**src/rtl/toy_pack.sv**
```systemverilog
// Shared widths, starvation limit and arbiter state encoding for the
// instruction-cache tag RAM port arbiter.
package toy_pack;

   localparam int ICACHE_INDEX_WIDTH          = 6;
   localparam int ICACHE_TAG_RAM_WIDTH        = 40;
   localparam int ICACHE_TAG_STARVE_LIMIT     = 4;
   localparam int ICACHE_TAG_STARVE_CNT_WIDTH = $clog2(ICACHE_TAG_STARVE_LIMIT) + 1;

   // Each tag word packs two ways; each way keeps its valid flag in its top bit.
   localparam int ICACHE_WAY0_VALID_BIT = ICACHE_TAG_RAM_WIDTH - 1;
   localparam int ICACHE_WAY1_VALID_BIT = ICACHE_TAG_RAM_WIDTH / 2 - 1;

   typedef enum logic [1:0] {
      ARB_IDLE   = 2'd0,
      ARB_INV_RD = 2'd1,
      ARB_INV_WR = 2'd2
   } tag_arb_state_t;

   function automatic logic [ICACHE_TAG_RAM_WIDTH-1:0] way_valid_mask(input logic way);
      way_valid_mask = '0;
      if (way) way_valid_mask[ICACHE_WAY1_VALID_BIT] = 1'b1;
      else     way_valid_mask[ICACHE_WAY0_VALID_BIT] = 1'b1;
   endfunction

endpackage

```
**src/rtl/icache_tag_port_arb.sv**
```systemverilog
// Arbitrates the single-port icache tag RAM between miss fills, snoop
// invalidates (read-modify-write) and lookups, with lookup anti-starvation.
module icache_tag_port_arb
   import toy_pack::*;
(
   input  logic                            clk,
   input  logic                            rst_n,
   input  logic                            wr_vld,
   output logic                            wr_rdy,
   input  logic [ICACHE_INDEX_WIDTH-1:0]   wr_index,
   input  logic [ICACHE_TAG_RAM_WIDTH-1:0] wr_data,
   input  logic                            inv_vld,
   output logic                            inv_rdy,
   input  logic [ICACHE_INDEX_WIDTH-1:0]   inv_index,
   input  logic                            inv_way,
   output logic                            inv_done,
   input  logic                            lk_vld,
   output logic                            lk_rdy,
   input  logic [ICACHE_INDEX_WIDTH-1:0]   lk_index,
   output logic                            lk_rsp_vld,
   output logic [ICACHE_TAG_RAM_WIDTH-1:0] lk_rsp_data,
   output logic                            mem_en,
   output logic                            mem_wr_en,
   output logic [ICACHE_INDEX_WIDTH-1:0]   mem_addr,
   output logic [ICACHE_TAG_RAM_WIDTH-1:0] mem_wr_data,
   input  logic [ICACHE_TAG_RAM_WIDTH-1:0] mem_rd_data,
   output logic                            busy
);

   localparam int IW = ICACHE_INDEX_WIDTH;
   localparam int TW = ICACHE_TAG_RAM_WIDTH;
   localparam int CW = ICACHE_TAG_STARVE_CNT_WIDTH;
   localparam logic [CW-1:0] STARVE_MAX = CW'(ICACHE_TAG_STARVE_LIMIT);

   tag_arb_state_t r_state;
   tag_arb_state_t w_state_nxt;
   logic [CW-1:0]  r_starve_cnt;
   logic           r_lk_pend;
   logic [IW-1:0]  r_inv_index;
   logic           r_inv_way;
   logic [TW-1:0]  r_inv_data;

   logic           w_starve;
   logic           w_wr_rdy;
   logic           w_inv_rdy;
   logic           w_lk_rdy;
   logic           w_inv_done;
   logic           w_mem_en;
   logic           w_mem_wr_en;
   logic [IW-1:0]  w_mem_addr;
   logic [TW-1:0]  w_mem_wr_data;
   logic           w_lk_hs;
   logic           w_inv_hs;

   assign w_starve = (r_starve_cnt == STARVE_MAX);
   assign w_lk_hs  = lk_vld && w_lk_rdy;
   assign w_inv_hs = inv_vld && w_inv_rdy;

   always_comb begin
      // NOTE: every signal driven here gets a default first, so no branch can infer a latch.
      w_state_nxt   = r_state;
      w_wr_rdy      = 1'b0;
      w_inv_rdy     = 1'b0;
      w_lk_rdy      = 1'b0;
      w_inv_done    = 1'b0;
      w_mem_en      = 1'b0;
      w_mem_wr_en   = 1'b0;
      w_mem_addr    = '0;
      w_mem_wr_data = '0;

      if (!rst_n) begin
         w_state_nxt = ARB_IDLE;
      end else begin
         unique case (r_state)
            ARB_IDLE: begin
               if (lk_vld && w_starve) w_lk_rdy  = 1'b1;
               else if (wr_vld)        w_wr_rdy  = 1'b1;
               else if (inv_vld)       w_inv_rdy = 1'b1;
               else if (lk_vld)        w_lk_rdy  = 1'b1;

               if (w_wr_rdy) begin
                  w_mem_en      = 1'b1;
                  w_mem_wr_en   = 1'b1;
                  w_mem_addr    = wr_index;
                  w_mem_wr_data = wr_data;
               end else if (w_inv_rdy) begin
                  w_mem_en    = 1'b1;
                  w_mem_addr  = inv_index;
                  w_state_nxt = ARB_INV_RD;
               end else if (w_lk_rdy) begin
                  w_mem_en   = 1'b1;
                  w_mem_addr = lk_index;
               end
            end
            ARB_INV_RD: begin
               w_state_nxt = ARB_INV_WR;
            end
            ARB_INV_WR: begin
               w_mem_en      = 1'b1;
               w_mem_wr_en   = 1'b1;
               w_mem_addr    = r_inv_index;
               w_mem_wr_data = r_inv_data & ~way_valid_mask(r_inv_way);
               w_inv_done    = 1'b1;
               w_state_nxt   = ARB_IDLE;
            end
            default: w_state_nxt = ARB_IDLE;
         endcase
      end
   end

   // NOTE: sequential state uses non-blocking assignments so every register samples pre-edge values.
   always_ff @(posedge clk) begin
      if (!rst_n) begin
         r_state      <= ARB_IDLE;
         r_starve_cnt <= '0;
         r_lk_pend    <= 1'b0;
         r_inv_index  <= '0;
         r_inv_way    <= 1'b0;
      end else begin
         r_state   <= w_state_nxt;
         r_lk_pend <= w_lk_hs;
         if (!lk_vld || w_lk_hs)          r_starve_cnt <= '0;
         else if (r_starve_cnt != STARVE_MAX) r_starve_cnt <= r_starve_cnt + 1'b1;
         if (w_inv_hs) begin
            r_inv_index <= inv_index;
            r_inv_way   <= inv_way;
         end
      end
   end

   // NOTE: r_inv_data is pure datapath, always loaded before use, so it carries no reset.
   always_ff @(posedge clk) begin
      if (r_state == ARB_INV_RD) r_inv_data <= mem_rd_data;
   end

   assign wr_rdy      = w_wr_rdy;
   assign inv_rdy     = w_inv_rdy;
   assign lk_rdy      = w_lk_rdy;
   assign inv_done    = w_inv_done;
   assign mem_en      = w_mem_en;
   assign mem_wr_en   = w_mem_wr_en;
   assign mem_addr    = w_mem_addr;
   assign mem_wr_data = w_mem_wr_data;
   assign busy        = rst_n && (r_state != ARB_IDLE);
   assign lk_rsp_vld  = rst_n && r_lk_pend;
   assign lk_rsp_data = lk_rsp_vld ? mem_rd_data : '0;

endmodule

```
**config.mk**
```make
export PLATFORM = sky130hd
export DESIGN_NAME = icache_tag_port_arb
export DESIGN_NICKNAME = d
export VERILOG_FILES = /design/src/rtl/toy_pack.sv /design/src/rtl/icache_tag_port_arb.sv
export SDC_FILE = /design/constraint.sdc
export NUM_CORES = 1
export LEC_CHECK = 0
export CORE_UTILIZATION = 37
export CTS_CLUSTER_DIAMETER = 40
export DETAILED_ROUTE_END_ITERATION = 10
export PLACE_DENSITY = 0.95
export SYNTH_ARGS = -nofsm -noshare
export SYNTH_HDL_FRONTEND = slang
export SYNTH_SLANG_ARGS = --single-unit
```
**constraint.sdc**
```tcl
create_clock -name clk -period 5.2 [get_ports clk]
set_input_delay 1.04 -clock clk [delete_from_list [all_inputs] [get_ports clk]]
set_output_delay 1.04 -clock clk [all_outputs]
set_load 0.05 [all_outputs]
```
# --- After elaboration in Yosys (flattened, before gate mapping) ---
# Index checks and enable logic that the tools add are counted.
classes:
  add_sub_neg: 1
  eq_ne: 6
  muxes: 49
  bitwise_logic: 3
  n_reduce_logical: 11
ops:
  columns: ["operator", "count"]
  rows:
  - ["2-to-1 mux 40 bit", 3]
  - ["case mux 40 bit (2 select lines)", 1]
  - ["bitwise AND 40 bit", 1]
  - ["NOT 40 bit", 1]
  - ["2-to-1 mux 1 bit", 35]
  - ["2-to-1 mux 6 bit", 4]
  - ["case mux 6 bit (2 select lines)", 1]
  - ["logical AND 1 bit", 5]
  - ["2-to-1 mux 2 bit", 2]
  - ["case mux 1 bit (2 select lines)", 2]
  - ["case mux 2 bit (2 select lines)", 1]
  - ["adder 3 x 1 -> 3 bit (second input constant)", 1]
  - ["equality test 3 bit (second input constant)", 1]
  - ["inequality test 3 bit (second input constant)", 1]
  - ["equality test 2 x 1 -> 1 bit (second input constant)", 1]
  - ["equality test 2 bit (second input constant)", 1]
  - ["zero test 2 bit", 1]
  - ["inequality test 2 x 1 -> 1 bit (second input constant)", 1]
  - ["inequality test 2 bit (second input constant)", 1]
  - ["AND reduction 2 bit", 1]
  - ["nonzero test 2 bit", 1]
  - ["OR reduction 2 bit", 1]
  - ["zero test 1 bit", 1]
  - ["logical OR 1 bit", 1]
  - ["NOT 1 bit", 1]
totals:
  ff_bits: 53
  inputBits: 104
  out_inout_bits: 94
  wordCells: 76

# --- Longest topological paths before layout ---
# Gate-level depths: netlist of the first run.
depth:
  word_depth: 11
  ltp_mapped: 7
  mapped_depth_nobuf: 5

# --- Least setup slack after synthesis of the first run ---
# No wires, ideal clock.
synth_path:
  kind: "input to output"
  startpoint: "input port inv_vld"
  endpoint: "output port mem_addr[0]"
  t_arrival_ns: 3.840
  required_time_ns: 4.160
  slack_ns: 0.320
  cell_stages: 4
  path_buffers: 1
  path_cell_list: "buf_6 > a2bb2oi_1 > nor4_1 > a211o_1"
synth_via:
  elab_chain_cells: 10
  elab_cells_between_ends: 15
  cone_classes: "15 x mux"
synth_lines:
  columns: ["item", "line_no", "source"]
  rows:
  - ["from (decl)", "icache_tag_port_arb.sv:12", "input logic inv_vld,"]
  - ["2-to-1 mux 1 bit", "icache_tag_port_arb.sv:78", "else if (inv_vld) w_inv_rdy = 1'b1;"]
  - ["2-to-1 mux 1 bit", "icache_tag_port_arb.sv:77", "else if (wr_vld) w_wr_rdy = 1'b1;"]
  - ["2-to-1 mux 1 bit", "icache_tag_port_arb.sv:76", "if (lk_vld && w_starve) w_lk_rdy = 1'b1;"]
  - ["2-to-1 mux 1 bit", "icache_tag_port_arb.sv:74", "unique case (r_state)"]
  - ["2-to-1 mux 1 bit", "icache_tag_port_arb.sv:71", "if (!rst_n) begin"]
  - ["2-to-1 mux 6 bit", "icache_tag_port_arb.sv:90", "end else if (w_lk_rdy) begin"]
  - ["2-to-1 mux 6 bit (*)", "icache_tag_port_arb.sv:86", "end else if (w_inv_rdy) begin"]
  - ["2-to-1 mux 6 bit (*)", "icache_tag_port_arb.sv:81", "if (w_wr_rdy) begin"]
  - ["case mux 6 bit (2 select lines) (*)", "icache_tag_port_arb.sv:74", null]
  - ["2-to-1 mux 6 bit (*)", "icache_tag_port_arb.sv:71", null]
  - ["to (decl)", "icache_tag_port_arb.sv:24", "output logic [ICACHE_INDEX_WIDTH-1:0] mem_addr,"]
# Every way passes the cells marked *; elsewhere a longest branch is shown, timed or not. The select of a mux whose other input is x is not followed.

# --- Final worst setup path of the first run ---
layout_path:
  startpoint: "input port rst_n"
  endpoint: "output port mem_wr_data[39]"
layout_via:
  elab_chain_cells: 1
layout_lines:
  columns: ["item", "line_no", "source"]
  rows:
  - ["from (decl)", "icache_tag_port_arb.sv:7", "input logic rst_n,"]
  - ["2-to-1 mux 40 bit", "icache_tag_port_arb.sv:71", null]
  - ["to (decl)", "icache_tag_port_arb.sv:25", "output logic [ICACHE_TAG_RAM_WIDTH-1:0] mem_wr_data,"]
# Every way passes these cells.

==> out/qor.yml, run 1 <==
vias_per_cell: 5.28
ys_top_cells_by_count: "and3_1, edfxtp_1, a22o_1, nand2_1, nor2_1"
initial_core_util_pct: 39.2
syn_nets: 352
path_clk_slew_ps: 90
die_area_um2: 7740
syn_inst: 246
antenna_found_initial: 0
drc: 0
timing.setup.tns_ps: 0
drt_iter0_drc: 86
cp.required_ps: 4160
cts_tree: "done"
wl_per_cell_um: 18.7
finish.utilization_pct: 76.9
setup_viol: 0
io_buffer_count: 197
placed_area_um2: 5250
r2r-start: "r_starve_cnt[0]"
die_h_um: 88.0
seqPwrFrac_pct: 43.9
p_int_uw: 783
diodes: 0
p_comb_share_pct: 31.2
yosys_warnings: 0
met3_length_um: 760
leakage_nw: 2.20
seq_area_frac_synth_pct: 53.5
slew_viol_final: 0
synth_area_leaders: "edfxtp_1, a22o_1, dfxtp_1"
max_stage_delay_ps: 750
irDropWorstVdd_uv: 144
grt_overflow: 0
pwr-share-clk_pct: 24.8
status: "finished, final reports clean"
globalplace.congestion: 0.827
crit_fanout: 52
synth_ff_type: "edfxtp_1"
synth.top_cell.area_share_pct: 43.9
clock_skew_ps: 3.94
finalNonFillerCells: 529
grt_pass1_vias: 2739
cp_top_family: "buffers and inverters"
relSlewSlack_pct: 17.1
rsz0062_at_grt: "false"
synthesis.area_um2: 2730
dr.pass1.iters: 4
p_sw_uw: 304
endpoint_kind: "primary output"
wirelength_met1_um: 3700
grtUsageTotal_pct: 24.6
holdCritStartpoint: "r_inv_index[4]"
dp.cells: 521
place_ws_ps: 783
cts-htree-levels: 2
worstPathArrival_ps: 3370
async_flop_share_pct: 0
wl_met2_um: 5230
setup_ws_ps: 792
postCtsSetupBuffers: 0
holdCritPathClass: "flip-flop to flip-flop"
nets: 538
stdcell_area_um2: 5370
grt_max_degree: 53
dp_hpwl_um: 7570
crit_slowest_cell: "nor2_4"
cp-startpoint: "rst_n"
hold_viol: 0
synth_edf_count: 40
synth.distinct_cells: 32
p_sw_share_pct: 28.0
clk_path_buf_depth: 2
holdWs_ps: 484
crit_buf_inv: 4
holdBufCountCts: 0
vias: 2795
critical_path_class: "input port to primary output"
ys_seq_elements: 53
clkLatencyLatePin_ps: 300
syn_area_per_cell_um2: 11.1
grt_pass1_wl_um: 14300
std_cell_rows: 30
fin_crit_ps: 4410
coreArea_um2: 6980
synth_top_cell_by_area: "edfxtp_1"
tightest_slew_ps: 1240
nFillCells: 447
postCtsResizedCells: 0
syn2layout_area_growth_pct: 96.4
power_mw: 1.09
clock-sinks: 53
finalWirelength_um: 9910
drive_gt1_share_pct: 15.5
max_freq_mhz: 227
cp_cell_sequence: "clkdlybuf4s50_1, buf_4, inv_1, nor2_4, a32o_1, buf_12"
period_share_pct: 84.8
drv_cap: 0
highest_layer: "met4"
pin_count: 198
critPathLaunchType: "input port"
cts-root-buf: "clkbuf_8"
cts_buffers: 5
final_antenna_net_count: 0
power_density_nw_per_um2: 202
die_x_um: 88.0
worst min-delay path: stages, from the launching register on:
cell     delay (ps)
dfxtp_1         310
nand2_1          70
mux2i_1          70
metal layers:
| metal | GRT usage (%) | vias to the layer above |
|---|---|---|
| met1 | 27.9 | 1337 |
| li1 | - | 1297 |
| met3 | 5.66 | 18 |
| met5 | 0 | - |
| met4 | 8.05 | 0 |
| met2 | 45.5 | 143 |
power by group through the flow:
stage / clock [mW] / combinational [mW] / sequential [mW]
floorplan: 0 / 0.147 / 0.484
finish: 0.270 / 0.340 / 0.478
detailed placement: 0 / 0.340 / 0.487
CTS: 0.275 / 0.341 / 0.477
global placement: 0 / 0.333 / 0.486
global route: 0.290 / 0.353 / 0.479
flip-flops by register name (all words and copies together) (netlist names):
signal	cells
r_inv_way	1
r_inv_index	6
r_state	2
r_inv_data	40
r_starve_cnt	3
r_lk_pend	1
logic make-up (layout without fill, tap and decap cells):
logic type | Yosys count | in the layout | synth area share, %
and+or+nand+nor | 92 | 92 | 19.0
AOI/OAI and AO/OA | 56 | 56 | 17.4
DFF | 53 | 53 | 53.5
buffers and inverters | 35 | 222 | 6.32
muxes | 7 | 7 | 2.56
adders and majority gates | 2 | 2 | 0.915
xor gates and xnor gates | 1 | 1 | 0.320
layout make-up:
type                    instances  area, µm²  share of cell area (%)
well taps                      96        120                    2.24
clock inverters                 1       7.51                   0.140
flip-flops and latches         53       1460                    27.2
clock buffers                   7        108                    2.00
repair buffers                201       2500                    46.6
inverters                      13       48.8                   0.909
multi-input cells             158       1120                    20.9
path summary, 6_finish.rpt:
kind | endpoint | slack (ps) | cells after the start
min | r_inv_index[4] | 480 | 2
min reg2reg | r_inv_index[4] | 480 | 2
max reg2reg | r_inv_index[1] | 3270 | 5
max | mem_wr_data[39] | 790 | 6
cell usage in the layout, fill, tap and decap left out, types with 2 or more instances in the layout:
cell type	instances
inv_1	13
nand3_1	2
clkdlybuf4s50_1	147
buf_4	4
nand2_1	17
ha_1	2
nor4_1	3
a21oi_1	2
clkbuf_8	6
and3_1	40
a22o_1	38
a32o_1	2
dfxtp_1	13
and2_1	2
mux2i_1	7
nand2b_1	2
a211oi_1	6
buf_12	50
nand3b_1	6
nor2_1	13
a211o_1	6
edfxtp_1	40
No activity file was read; power rests on OpenSTA's default activity.
==> inputs of run 2 (changes only) <==
CORE_UTILIZATION = 31   (was 37)
PLACE_DENSITY = 0.88   (was 0.95)
clock period = 3.9 ns   (was 5.2 ns; I/O delays follow)
==> out/qor.yml, run 2 (synthesized netlist as in run 1, its figures left out) <==
dp_hpwl_um: 8220
timing.setup.tns_ps: 0
crit_fanout: 52
std_cell_rows: 33
finalWirelength_um: 10500
placed_area_um2: 5720
path_clk_slew_ps: 80
grt_max_degree: 53
die_area_um2: 9200
holdCritPathClass: "flip-flop to flip-flop"
globalplace.congestion: 0.773
r2r-start: "r_state[1]"
wl_per_cell_um: 19.4
layout_common_cells: "clkdlybuf4s50_1, buf_12, and3_1, edfxtp_1, a22o_1"
stdcell_area_um2: 5820
clock-sinks: 53
drc: 0
vias_per_cell: 5.16
relSlewSlack_pct: 18.0
cp_cell_sequence: "clkdlybuf4s50_1, buf_4, inv_1, nor2_4, buf_4, a32o_1, buf_12"
grt_overflow: 0
postCtsResizedCells: 0
r2r_end: "r_inv_index[0]"
clkLatencyLatePin_ps: 300
critical_path_class: "input port to primary output"
grt_pass1_wl_um: 15300
largestRegisters: "r_inv_data: 40 flops, r_inv_index: 6 flops, r_starve_cnt: 3 flops"
largest_register: "r_inv_data"
grt_pass1_vias: 2837
cp.required_ps: 3120
drive_gt1_share_pct: 25.6
critPathLaunchType: "input port"
r2r_slack_ps: 1980
cts_buffers: 5
cp_top_family: "buffers and inverters"
holdCritStartpoint: "r_inv_index[5]"
clk_path_buf_depth: 2
hold_viol: 0
io_buffer_count: 197
max_stage_delay_ps: 470
worstPathArrival_ps: 2830
power_density_nw_per_um2: 245
pin_count: 198
setup_viol: 0
postCtsSetupBuffers: 0
tightest_slew_ps: 1230
final_antenna_net_count: 0
die_x_um: 95.9
max_freq_mhz: 277
crit_slowest_cell: "clkdlybuf4s50_1"
crit_top_cell: "buf_4"
drv_cap: 0
clock_skew_ps: 8.47
coreArea_um2: 8380
rsz0062_at_grt: "false"
antenna_found_initial: 0
grtUsageTotal_pct: 22.4
holdBufCountCts: 0
status: "finished, final reports clean"
leakage_nw: 2.41
endpoint_kind: "primary output"
cts_tree: "done"
whs_path_depth: 2
initial_core_util_pct: 32.6
cts-root-buf: "clkbuf_8"
cts-htree-levels: 2
reg2reg_depth: 3
period_share_pct: 92.5
slew_viol_final: 0
diodes: 0
crit_buf_inv: 5
dr.pass1.iters: 4
irDropWorstVdd_uv: 166
worstHoldEndpoint: "r_inv_index[5]"
final_common_cell: "clkdlybuf4s50_1"
syn2layout_area_growth_pct: 113
vias: 2777
die_h_um: 95.9
drt_iter0_drc: 108
largest_reg_flops: 40
nets: 538
fin_crit_ps: 3610
run 2: area by class of cell:
type                            instances  area, µm²
Clock buffer                            7       86.3
Clock inverter                          1       7.51
Fill cell                             564       2560
Inverter                               13       48.8
Multi-Input combinational cell        158       1130
Sequential cell                        53       1460
Tap cell                              105        131
Timing Repair Buffer                  201       2960
run 2: worst reg2reg max path, cell delays in order (launching register included):
cell and delay [ps]:
dfxtp_1 420, or3b_1 590, or4b_4 640, mux2i_1 160
run 2: report_power, final:
part	switching (mW)	internal, mW	total [mW]
Combinational	0.224	0.249	0.473
Clock	0.173	0.145	0.317
Sequential	0.0110	0.626	0.637
Total	0.408	1.02	1.43
run 2: worst max-delay path by stage:
stage                 start              end  cells past startpoint
floorplan           inv_vld      mem_addr[0]                      4
global placement      rst_n  mem_wr_data[39]                      7
detailed placement    rst_n  mem_wr_data[39]                      7
CTS                   rst_n  mem_wr_data[39]                      7
global route          rst_n  mem_wr_data[39]                      7
finish                rst_n  mem_wr_data[39]                      7
run 2: layer usage:
metal | up-vias | track usage (%) | routed length (µm)
met5 | - | 0 | 0
met4 | 0 | 7.46 | 230
met3 | 21 | 7.03 | 976
met2 | 144 | 43.2 | 5570
met1 | 1315 | 22.5 | 3670
li1 | 1297 | - | -
run 2: through the flow:
| step | total power, mW | setup slack, ps | hold slack [ps] | util (%) | std cells |
|---|---|---|---|---|---|
| 6_report | 1.43 | 294 | 481 | 69.4 | 538 |
| 2_1_floorplan | 0.841 | 343 | 447 | - | 246 |
| 3_3_place_gp | 1.11 | 395 | 457 | 68.3 | 530 |
| 3_5_place_dp | 1.12 | 321 | 473 | 68.3 | 530 |
| 5_1_grt | 1.48 | 188 | 513 | 69.4 | 538 |
| 4_1_cts | 1.44 | 306 | 487 | 69.4 | 538 |
